`config.mk`:
```
export PLATFORM = sky130hd
export DESIGN_NAME = msx_slot_io_bridge
export DESIGN_NICKNAME = d
export VERILOG_FILES = /design/src/rtl/msx_slot_io_bridge.sv
export SDC_FILE = /design/constraint.sdc
export NUM_CORES = 1
export LEC_CHECK = 0
export CORE_UTILIZATION = 48
export DETAILED_ROUTE_END_ITERATION = 7
export PLACE_DENSITY = 0.79
export SLEW_MARGIN = 10
export SYNTH_ARGS = -nofsm -noshare
export SYNTH_HDL_FRONTEND = slang
export SYNTH_SLANG_ARGS = --single-unit
```
`constraint.sdc`:
```
create_clock -name clk -period 2.5 [get_ports clk]
set_input_delay 0.5 -clock clk [delete_from_list [all_inputs] [get_ports clk]]
set_output_delay 0.5 -clock clk [all_outputs]
set_load 0.005 [all_outputs]
```
`src/rtl/msx_slot_io_bridge.sv`:
```
`default_nettype none
// ============================================================================
// Module   : msx_slot_io_bridge
// Purpose  : Turns asynchronous Z80 slot I/O cycles aimed at the 4-port VDP
//            window into single-request transactions on the internal VDP bus.
//            Synchronises the strobes, buffers one write, and steers the
//            slot data bus for reads. Requests WAIT while the VDP is busy.
// Revision : 1.0 - initial release
// ============================================================================
module msx_slot_io_bridge #(
  parameter logic [7:0] IO_BASE     = 8'h88,  // bits [1:0] must be zero
  parameter int         SYNC_STAGES = 2       // 2 or 3
) (
  input  logic       clk,
  input  logic       reset,
  input  logic       init_busy,
  input  logic [7:0] slot_a,
  input  logic [7:0] slot_d_in,
  output logic [7:0] slot_d_out,
  output logic       slot_data_dir,
  input  logic       slot_iorq_n,
  input  logic       slot_rd_n,
  input  logic       slot_wr_n,
  output logic       slot_wait,
  output logic [1:0] bus_address,
  output logic       bus_write,
  output logic       bus_valid,
  input  logic       bus_ready,
  output logic [7:0] bus_wdata,
  input  logic [7:0] bus_rdata,
  input  logic       bus_rdata_en
);

  localparam logic [2:0] ST_IDLE    = 3'd0;
  localparam logic [2:0] ST_WR_REQ  = 3'd1;
  localparam logic [2:0] ST_RD_WAIT = 3'd2;
  localparam logic [2:0] ST_RD_HOLD = 3'd3;
  localparam logic [2:0] ST_END     = 3'd4;

  // Strobe synchronisers; the last stage is the clean, active-low view.
  logic [SYNC_STAGES-1:0] iorq_sync_q;
  logic [SYNC_STAGES-1:0] rd_sync_q;
  logic [SYNC_STAGES-1:0] wr_sync_q;
  logic s_iorq, s_rd, s_wr;

  // Previous-cycle activity, used for falling-edge (start) detection.
  logic wr_act_q, rd_act_q;

  logic [2:0] state_q, state_d;
  logic       bus_valid_q, bus_valid_d;
  logic       bus_write_q, bus_write_d;
  logic [1:0] bus_addr_q, bus_addr_d;
  logic [7:0] bus_wdata_q, bus_wdata_d;
  logic [7:0] d_out_q, d_out_d;
  logic       dir_q, dir_d;

  // One-deep queue for a start that arrives while a write is outstanding.
  logic       pend_q, pend_d;
  logic       pend_wr_q, pend_wr_d;
  logic [1:0] pend_addr_q, pend_addr_d;
  logic [7:0] pend_data_q, pend_data_d;

  logic       w_wr_act, w_rd_act;
  logic       w_wr_start, w_rd_start, w_hit, w_hit_start;
  logic       w_accept;
  logic       w_next_pend, w_next_wr;
  logic [1:0] w_next_addr;
  logic [7:0] w_next_data;

  // Shift the raw strobes through the synchroniser chains.
  always_ff @(posedge clk or posedge reset) begin
    if (reset) begin
      iorq_sync_q <= '1;
      rd_sync_q   <= '1;
      wr_sync_q   <= '1;
      wr_act_q    <= 1'b0;
      rd_act_q    <= 1'b0;
    end else begin
      iorq_sync_q <= {iorq_sync_q[SYNC_STAGES-2:0], slot_iorq_n};
      rd_sync_q   <= {rd_sync_q[SYNC_STAGES-2:0], slot_rd_n};
      wr_sync_q   <= {wr_sync_q[SYNC_STAGES-2:0], slot_wr_n};
      wr_act_q    <= w_wr_act;
      rd_act_q    <= w_rd_act;
    end
  end

  assign s_iorq = iorq_sync_q[SYNC_STAGES-1];
  assign s_rd   = rd_sync_q[SYNC_STAGES-1];
  assign s_wr   = wr_sync_q[SYNC_STAGES-1];

  // Write wins when both strobes are low, so a read start is masked then.
  assign w_wr_act    = ~s_iorq & ~s_wr;
  assign w_rd_act    = ~s_iorq & ~s_rd;
  assign w_wr_start  = w_wr_act & ~wr_act_q;
  assign w_rd_start  = w_rd_act & ~rd_act_q & ~w_wr_act;
  assign w_hit       = (slot_a[7:2] == IO_BASE[7:2]);
  assign w_hit_start = (w_wr_start | w_rd_start) & w_hit;
  assign w_accept    = bus_valid_q & bus_ready;

  // Request to issue after the outstanding write: a queued one, or one
  // starting in the very cycle the write is accepted.
  assign w_next_pend = pend_q | w_hit_start;
  assign w_next_wr   = pend_q ? pend_wr_q   : w_wr_start;
  assign w_next_addr = pend_q ? pend_addr_q : slot_a[1:0];
  assign w_next_data = pend_q ? pend_data_q : slot_d_in;

  // State and datapath registers.
  always_ff @(posedge clk or posedge reset) begin
    if (reset) begin
      state_q     <= ST_IDLE;
      bus_valid_q <= 1'b0;
      bus_write_q <= 1'b0;
      bus_addr_q  <= 2'd0;
      bus_wdata_q <= 8'd0;
      d_out_q     <= 8'd0;
      dir_q       <= 1'b0;
      pend_q      <= 1'b0;
      pend_wr_q   <= 1'b0;
      pend_addr_q <= 2'd0;
      pend_data_q <= 8'd0;
    end else begin
      state_q     <= state_d;
      bus_valid_q <= bus_valid_d;
      bus_write_q <= bus_write_d;
      bus_addr_q  <= bus_addr_d;
      bus_wdata_q <= bus_wdata_d;
      d_out_q     <= d_out_d;
      dir_q       <= dir_d;
      pend_q      <= pend_d;
      pend_wr_q   <= pend_wr_d;
      pend_addr_q <= pend_addr_d;
      pend_data_q <= pend_data_d;
    end
  end

  // Next-state decision.
  always_comb begin
    state_d = state_q;
    case (state_q)
      ST_IDLE: begin
        if (w_hit_start) state_d = w_wr_start ? ST_WR_REQ : ST_RD_WAIT;
      end
      ST_WR_REQ: begin
        if (w_accept) begin
          if (w_next_pend) state_d = w_next_wr ? ST_WR_REQ : ST_RD_WAIT;
          else             state_d = ST_END;
        end
      end
      ST_RD_WAIT: begin
        if (bus_rdata_en) state_d = ST_RD_HOLD;
      end
      ST_RD_HOLD: begin
        if (s_rd | s_iorq) state_d = ST_IDLE;
      end
      ST_END: begin
        if (s_iorq & s_wr & s_rd) state_d = ST_IDLE;
      end
      default: state_d = ST_IDLE;
    endcase
  end

  // Datapath updates that accompany each transition.
  always_comb begin
    bus_valid_d = bus_valid_q;
    bus_write_d = bus_write_q;
    bus_addr_d  = bus_addr_q;
    bus_wdata_d = bus_wdata_q;
    d_out_d     = d_out_q;
    dir_d       = dir_q;
    pend_d      = pend_q;
    pend_wr_d   = pend_wr_q;
    pend_addr_d = pend_addr_q;
    pend_data_d = pend_data_q;
    case (state_q)
      ST_IDLE: begin
        if (w_hit_start) begin
          bus_valid_d = 1'b1;
          bus_write_d = w_wr_start;
          bus_addr_d  = slot_a[1:0];
          if (w_wr_start) bus_wdata_d = slot_d_in;
        end
      end
      ST_WR_REQ: begin
        if (w_accept) begin
          if (w_next_pend) begin
            bus_valid_d = 1'b1;
            bus_write_d = w_next_wr;
            bus_addr_d  = w_next_addr;
            if (w_next_wr) bus_wdata_d = w_next_data;
            pend_d      = 1'b0;
          end else begin
            bus_valid_d = 1'b0;
          end
        end else if (w_hit_start && !pend_q) begin
          pend_d      = 1'b1;
          pend_wr_d   = w_wr_start;
          pend_addr_d = slot_a[1:0];
          pend_data_d = slot_d_in;
        end
      end
      ST_RD_WAIT: begin
        if (w_accept) bus_valid_d = 1'b0;
        if (bus_rdata_en) begin
          d_out_d     = bus_rdata;
          dir_d       = 1'b1;
          bus_valid_d = 1'b0;
        end
      end
      ST_RD_HOLD: begin
        if (s_rd | s_iorq) dir_d = 1'b0;
      end
      default: ;
    endcase
  end

  // WAIT to the CPU: during reset/init, while a read is outstanding, or
  // while a second access is queued behind an unaccepted write.
  always_comb begin
    slot_wait = reset | init_busy | (state_q == ST_RD_WAIT) |
                ((state_q == ST_WR_REQ) & pend_q);
  end

  assign slot_d_out    = d_out_q;
  assign slot_data_dir = dir_q;
  assign bus_address   = bus_addr_q;
  assign bus_write     = bus_write_q;
  assign bus_valid     = bus_valid_q;
  assign bus_wdata     = bus_wdata_q;

endmodule
`default_nettype wire

```
==> results.tsv, run 1 <==
metric	value	unit
kind of end point of the critical path	register	
status	finished clean	
Slowest Stage Delay on Critical Path	530	ps
FF/Latch Area	1110	sq um
first-pass GRT wire length	6.96	mm
RR Endpoint	pend_data_q[1]$_DFFE_PP0P_	
Finished Core Util	69.8	%
maximum VDD drop	0.000426	V
P_sw	582	uW
footprint of the multi-input gates	851	sq um
switching share of power	26.9	%
cell type with the largest total area after synthesis	dfrtp_1	
Initial DRC Count	83	
Setup-failing EPs final	0	
core area	4000	sq um
Inst Count DP	259	
routability congestion estimate	0.837	
R2R Path Start	wr_sync_q[1]$_DFF_PP1_	
P_int	1.58	mW
Hold Buf Count CTS	0	
Hold Fails Final Rpt	0	
gr usage total	21.4	%
routed wire length per instance	16.2	um
Post-Layout Cell Count	267	
cts bufs inserted	5	
Worst path slowest cell	or4b_4	
Leak Pwr	1.16	nW
antenna diode count	0	
register bit total from synthesis	44	
CP cell instances	clkdlybuf4s50_1 -> or4b_4 -> a211o_4 -> nor4b_4 -> buf_4 -> mux2_2	
CP Data Arrival Time	2630	ps
worst r2r path cells	5	
Fmax achieved	0.410	GHz
CTS Buffer Depth	2	
CTS tree	built	
crit share post-route	97.5	%
GRT overflow	0	
Tmin final	2440	ps
max-cap viol count	0	
part of the power in the clock network	26.6	%
Slew Limit Fails	0	
Residual DRC	0	
Seq pwr share	44.5	%
total number of vias	1449	
layout cells sized above 1	35.5	%
clock root buffer	clkbuf_8	
HPWL after DPL	3.18	mm
Initial Utilization	50.3	%
CTS H-tree depth	2	
Filler cells	295	
syn nets	181	
Die Height	66.7	um
area of the mapped netlist	2010	sq um
count of input and output buffers	53	
synth top area cells	dfrtp_1 (47%), mux2_2 (22%), dfstp_2 (7.8%)	
Syn Area/Cell	13.5	sq um
Cell Pwr Density	776	nW/um^2
unrepaired setup endpoints after global routing	false	
min-delay src	wr_sync_q[0]$_DFF_PP1_	
Critical Path Fanout Max	6	
Worst Hold Class	register to register	
Worst-Margin Slew	552	ps
Seq/Total Area, Yosys	55.1	%
I/O pins	54	
DRT Wirelength	4.34	mm
Yosys cell types	37	
vias in the first global route	1505	
clock skew	7.33	ps
largest net degree at the start of global routing	45	
cells after synthesis	149	
Worst setup endpoint	pend_data_q[1]$_DFFE_PP0P_	
antenna-violating nets left	0	
Detailed Routing Iterations Pass 1	4	
CP Launch Type	input pin	
kind of critical path	input pin to register	
Area Growth Syn to Fin	38.8	%
post-synth top area share	47.3	%
Final Net Count	248	
clock sinks	44	
relative slew slack	63.2	%
total power	2.17	mW
clk_lat worst skew	300	ps
Worst Path Required	2690	ps
Logic pwr share	28.9	%
row count	23	
initial antenna violation count	0	
worst setup path startpoint	slot_a[4]	
Synth Warn #	0	
Die X	66.7	um
die area	4450	sq um
Vias/cell	5.43	
r2r setup slk	140	ps
clk slew on worst S/H paths	90	ps
cells in the final DEF (no fill, tap or decap), types with 2 or more instances in the layout:
master,count
buf_4,14
o21a_1,2
dfstp_2,6
clkdlybuf4s50_1,53
nand2_1,3
nor3_1,3
or3b_2,3
or2_2,2
clkbuf_8,6
nand3_1,2
or3_1,3
nor2b_1,2
nand2b_1,3
inv_1,2
a211oi_1,2
a2111o_1,2
o41ai_1,2
o21bai_1,2
o21ai_0,3
dfrtp_1,38
nor2_1,5
a21oi_1,2
mux2_2,39
metrics by stage:
stage	instance area [sq um]	setup TNS [ps]	hold slack [ps]	worst slack, ps
2_1_floorplan	2010	0	345	172
3_3_place_gp	2670	-3940	347	-204
3_5_place_dp	2670	-5580	347	-274
4_1_cts	2790	0	359	50.9
5_1_grt	2790	0	365	2.01
6_report	2790	0	359	62.1
metal layers:
layer | vias up | track usage (%) | share of wire [%]
met2 | 43 | 34.7 | 50
met5 | - | 0 | 0
li1 | 686 | - | -
met3 | 7 | 4.45 | 4.5
met1 | 713 | 27.9 | 44
met4 | 0 | 8.24 | 1.4
repair_timing:
item | 4_1_cts | 5_1_grt
gates resized for setup | 0 | 1
setup endpoints to repair | 0 | 1
buffers inserted | 0 | 0
synth_stat cells:
master	instances
nor2b_1	2
dfrtp_1	38
a22oi_1	1
o21ai_0	3
nor3_1	3
or3_1	3
o22ai_1	1
a2111o_1	2
or3b_2	3
nor2_1	5
nand2b_1	3
dfstp_2	6
nor4_1	1
and2_1	1
a2111oi_0	1
o22a_1	1
or2_2	2
clkbuf_1	5
a211o_4	1
a211oi_1	2
inv_1	3
nor4b_4	1
a31oi_1	1
nand3_1	2
o21bai_1	2
nand2_1	3
mux2_2	39
a32o_1	1
o21a_1	2
or4b_4	1
o41ai_1	2
a221o_1	1
nand3b_1	1
a21oi_2	1
a21oi_1	2
buf_6	2
a221oi_2	1
sequential cells by signal, indices dropped and copies added, names as in the netlist:
register / count
slot_data_dir: 1
bus_write: 1
pend_data_q: 8
state_q: 3
pend_addr_q: 2
slot_d_out: 8
rd_sync_q: 2
pend_q: 1
wr_sync_q: 2
rd_act_q: 1
wr_act_q: 1
bus_address: 2
bus_valid: 1
pend_wr_q: 1
iorq_sync_q: 2
bus_wdata: 8
how the worst min path moves through the flow:
| stage | endpoint | slack (ps) | cells past startpoint |
|---|---|---|---|
| 2_1_floorplan | iorq_sync_q[1]$_DFF_PP1_ | 350 | 0 |
| 3_3_place_gp | wr_sync_q[1]$_DFF_PP1_ | 350 | 0 |
| 3_5_place_dp | wr_sync_q[1]$_DFF_PP1_ | 350 | 0 |
| 4_1_cts | wr_sync_q[1]$_DFF_PP1_ | 360 | 0 |
| 5_1_grt | rd_sync_q[1]$_DFF_PP1_ | 360 | 0 |
| 6_report | wr_sync_q[1]$_DFF_PP1_ | 360 | 0 |
cell type report:
| class | count | area share, % |
|---|---|---|
| Timing Repair Buffer | 67 | 22.8 |
| Inverter | 3 | 0.404 |
| Tap cell | 50 | 2.24 |
| Multi-Input combinational cell | 95 | 30.5 |
| Clock inverter | 2 | 1.39 |
| Sequential cell | 44 | 39.7 |
| Clock buffer | 6 | 2.96 |
worst max-delay path, delay by kind of cell:
kind | cells | cell delay (ps)
AO/OA/AOI/OAI | 1 | 360
buffers and inverters | 2 | 610
multiplexers | 1 | 340
AND/OR/NAND/NOR | 2 | 810
cell families after synthesis:
| logic type | share of synthesized area (%) |
|---|---|
| AOI/OAI and AO/OA | 10.4 |
| buffers and inverters | 2.61 |
| DFF | 55.1 |
| muxes | 21.8 |
| and+or+nand+nor | 10.0 |
power by group through the flow:
stage	Combinational [mW]	Sequential, mW	Clock, mW
5_1_grt	0.677	0.987	0.613
3_5_place_dp	0.628	0.976	0
2_1_floorplan	0.302	0.943	0
6_report	0.626	0.965	0.575
4_1_cts	0.632	0.964	0.593
3_3_place_gp	0.608	0.966	0
(Power assumes the default switching activity.)
==> run 2, diff against run 1 <==
--- a/config.mk
+++ b/config.mk
@@ -5,9 +5,9 @@
 export SDC_FILE = /design/constraint.sdc
 export NUM_CORES = 1
 export LEC_CHECK = 0
-export CORE_UTILIZATION = 48
+export CORE_UTILIZATION = 40
 export DETAILED_ROUTE_END_ITERATION = 7
-export PLACE_DENSITY = 0.79
+export PLACE_DENSITY = 0.68
 export SLEW_MARGIN = 10
 export SYNTH_ARGS = -nofsm -noshare
 export SYNTH_HDL_FRONTEND = slang
==> results.tsv, run 2 (synthesized netlist as in run 1, its figures left out) <==
metric	value	unit
Worst-Margin Slew	685	ps
Hold Fails Final Rpt	0	
clock sinks	44	
first-pass GRT wire length	7.03	mm
Residual DRC	0	
max-cap viol count	0	
Setup Fix Bufs, Post-CTS	0	
antenna diode count	0	
most frequent cells in the layout	clkdlybuf4s50_1 (53), mux2_2 (39), dfrtp_1 (38), buf_4 (13), dfstp_2 (6)	
Fmax achieved	0.410	GHz
clk_lat worst skew	290	ps
relative slew slack	54.1	%
met3 global-route usage	4.28	%
Slew Limit Fails	0	
GRT overflow	0	
Hold Buf Count CTS	0	
unrepaired setup endpoints after global routing	false	
count of input and output buffers	53	
total number of vias	1483	
worst setup path startpoint	slot_a[4]	
gr usage total	17.6	%
RR Endpoint	pend_data_q[0]$_DFFE_PP0P_	
post-route setup slack	63.7	ps
CP Launch Type	input pin	
Setup-failing EPs final	0	
Post-DP Area	2720	sq um
Cell Pwr Density	720	nW/um^2
layout cells sized above 1	34.9	%
Inst Count DP	277	
R2R Path Start	wr_sync_q[1]$_DFF_PP1_	
Area Growth Syn to Fin	39.6	%
final instance area	2810	sq um
routed wire length per instance	14.8	um
Tmin final	2440	ps
DRT Wirelength	4.22	mm
met2 usage	29.0	%
Final Net Count	249	
row count	25	
Detailed Routing Iterations Pass 1	4	
worst r2r path cells	5	
core area	4790	sq um
crit share post-route	97.5	%
Total Neg Setup Slack	0	ps
grt met1 use	22.3	%
cts bufs inserted	5	
Vias/cell	5.20	
clock skew	6.97	ps
Initial Utilization	42.0	%
Critical Path Fanout Max	11	
antenna-violating nets left	0	
routability congestion estimate	0.901	
Initial DRC Count	138	
Worst setup endpoint	pend_data_q[0]$_DFFE_PP0P_	
Die X	72.9	um
CTS H-tree depth	2	
maximum VDD drop	0.000426	V
kind of critical path	input pin to register	
Leak Pwr	1.15	nW
I/O pins	54	
clock root buffer	clkbuf_8	
Worst Path Required	2680	ps
worst hold slack	357	ps
largest net degree at the start of global routing	22	
Setup WS pre-CTS	-235	ps
CP Data Arrival Time	2610	ps
vias in the first global route	1497	
total power	2.02	mW
r2r setup slk	140	ps
grt peak-use layer	met2	
initial antenna violation count	0	
CTS tree	built	
kind of end point of the critical path	register	
most common cell after layout, fill and taps aside	clkdlybuf4s50_1	
Filler cells	418	
Worst Hold Class	register to register	
CTS Buffer Depth	2	
HPWL after DPL	3.15	mm
Post-Layout Cell Count	285	
CTS resizes	0	
die area	5310	sq um
Die Height	72.9	um
clk slew on worst S/H paths	80	ps
Finished Core Util	58.6	%
status	finished clean	
-- run 2: worst max-delay path, stage by stage --
cell,delay [ps]
clkdlybuf4s50_1,410
or4b_4,520
a211o_4,360
nor4b_4,310
buf_12,180
mux2_2,340
-- run 2: worst min path at each step --
| stage | endpoint | cells after the start | startpoint |
|---|---|---|---|
| 5_1_grt | wr_sync_q[1]$_DFF_PP1_ | 0 | wr_sync_q[0]$_DFF_PP1_ |
| 2_1_floorplan | iorq_sync_q[1]$_DFF_PP1_ | 0 | iorq_sync_q[0]$_DFF_PP1_ |
| 3_5_place_dp | wr_sync_q[1]$_DFF_PP1_ | 0 | wr_sync_q[0]$_DFF_PP1_ |
| 4_1_cts | wr_sync_q[1]$_DFF_PP1_ | 0 | wr_sync_q[0]$_DFF_PP1_ |
| 3_3_place_gp | wr_sync_q[1]$_DFF_PP1_ | 0 | wr_sync_q[0]$_DFF_PP1_ |
| 6_report | wr_sync_q[1]$_DFF_PP1_ | 0 | wr_sync_q[0]$_DFF_PP1_ |
-- run 2: layout make-up --
| class | count | area [sq um] | share of cell area (%) |
|---|---|---|---|
| clock inverter | 1 | 8.76 | 0.312 |
| multi-input combinational | 95 | 850 | 30.3 |
| tap | 67 | 83.8 | 2.99 |
| inverter | 3 | 11.3 | 0.401 |
| clock buffer | 7 | 76.3 | 2.72 |
| timing repair buffer | 68 | 668 | 23.8 |
| sequential | 44 | 1110 | 39.5 |
-- run 2: per-layer routing --
metal  wire length [um]  vias to the layer above
li1                   -                      683
met1               1820                      742
met2               2130                       54
met3                229                        4
met4                 40                        0
met5                  0                        -
-- run 2: power breakdown --
group | total (mW) | switching, mW | internal (mW) | leakage (nW)
logic | 0.628 | 0.223 | 0.405 | 0.565
registers | 0.962 | 0.109 | 0.854 | 0.546
clock network | 0.430 | 0.230 | 0.200 | 0.0424
total | 2.02 | 0.562 | 1.46 | 1.15
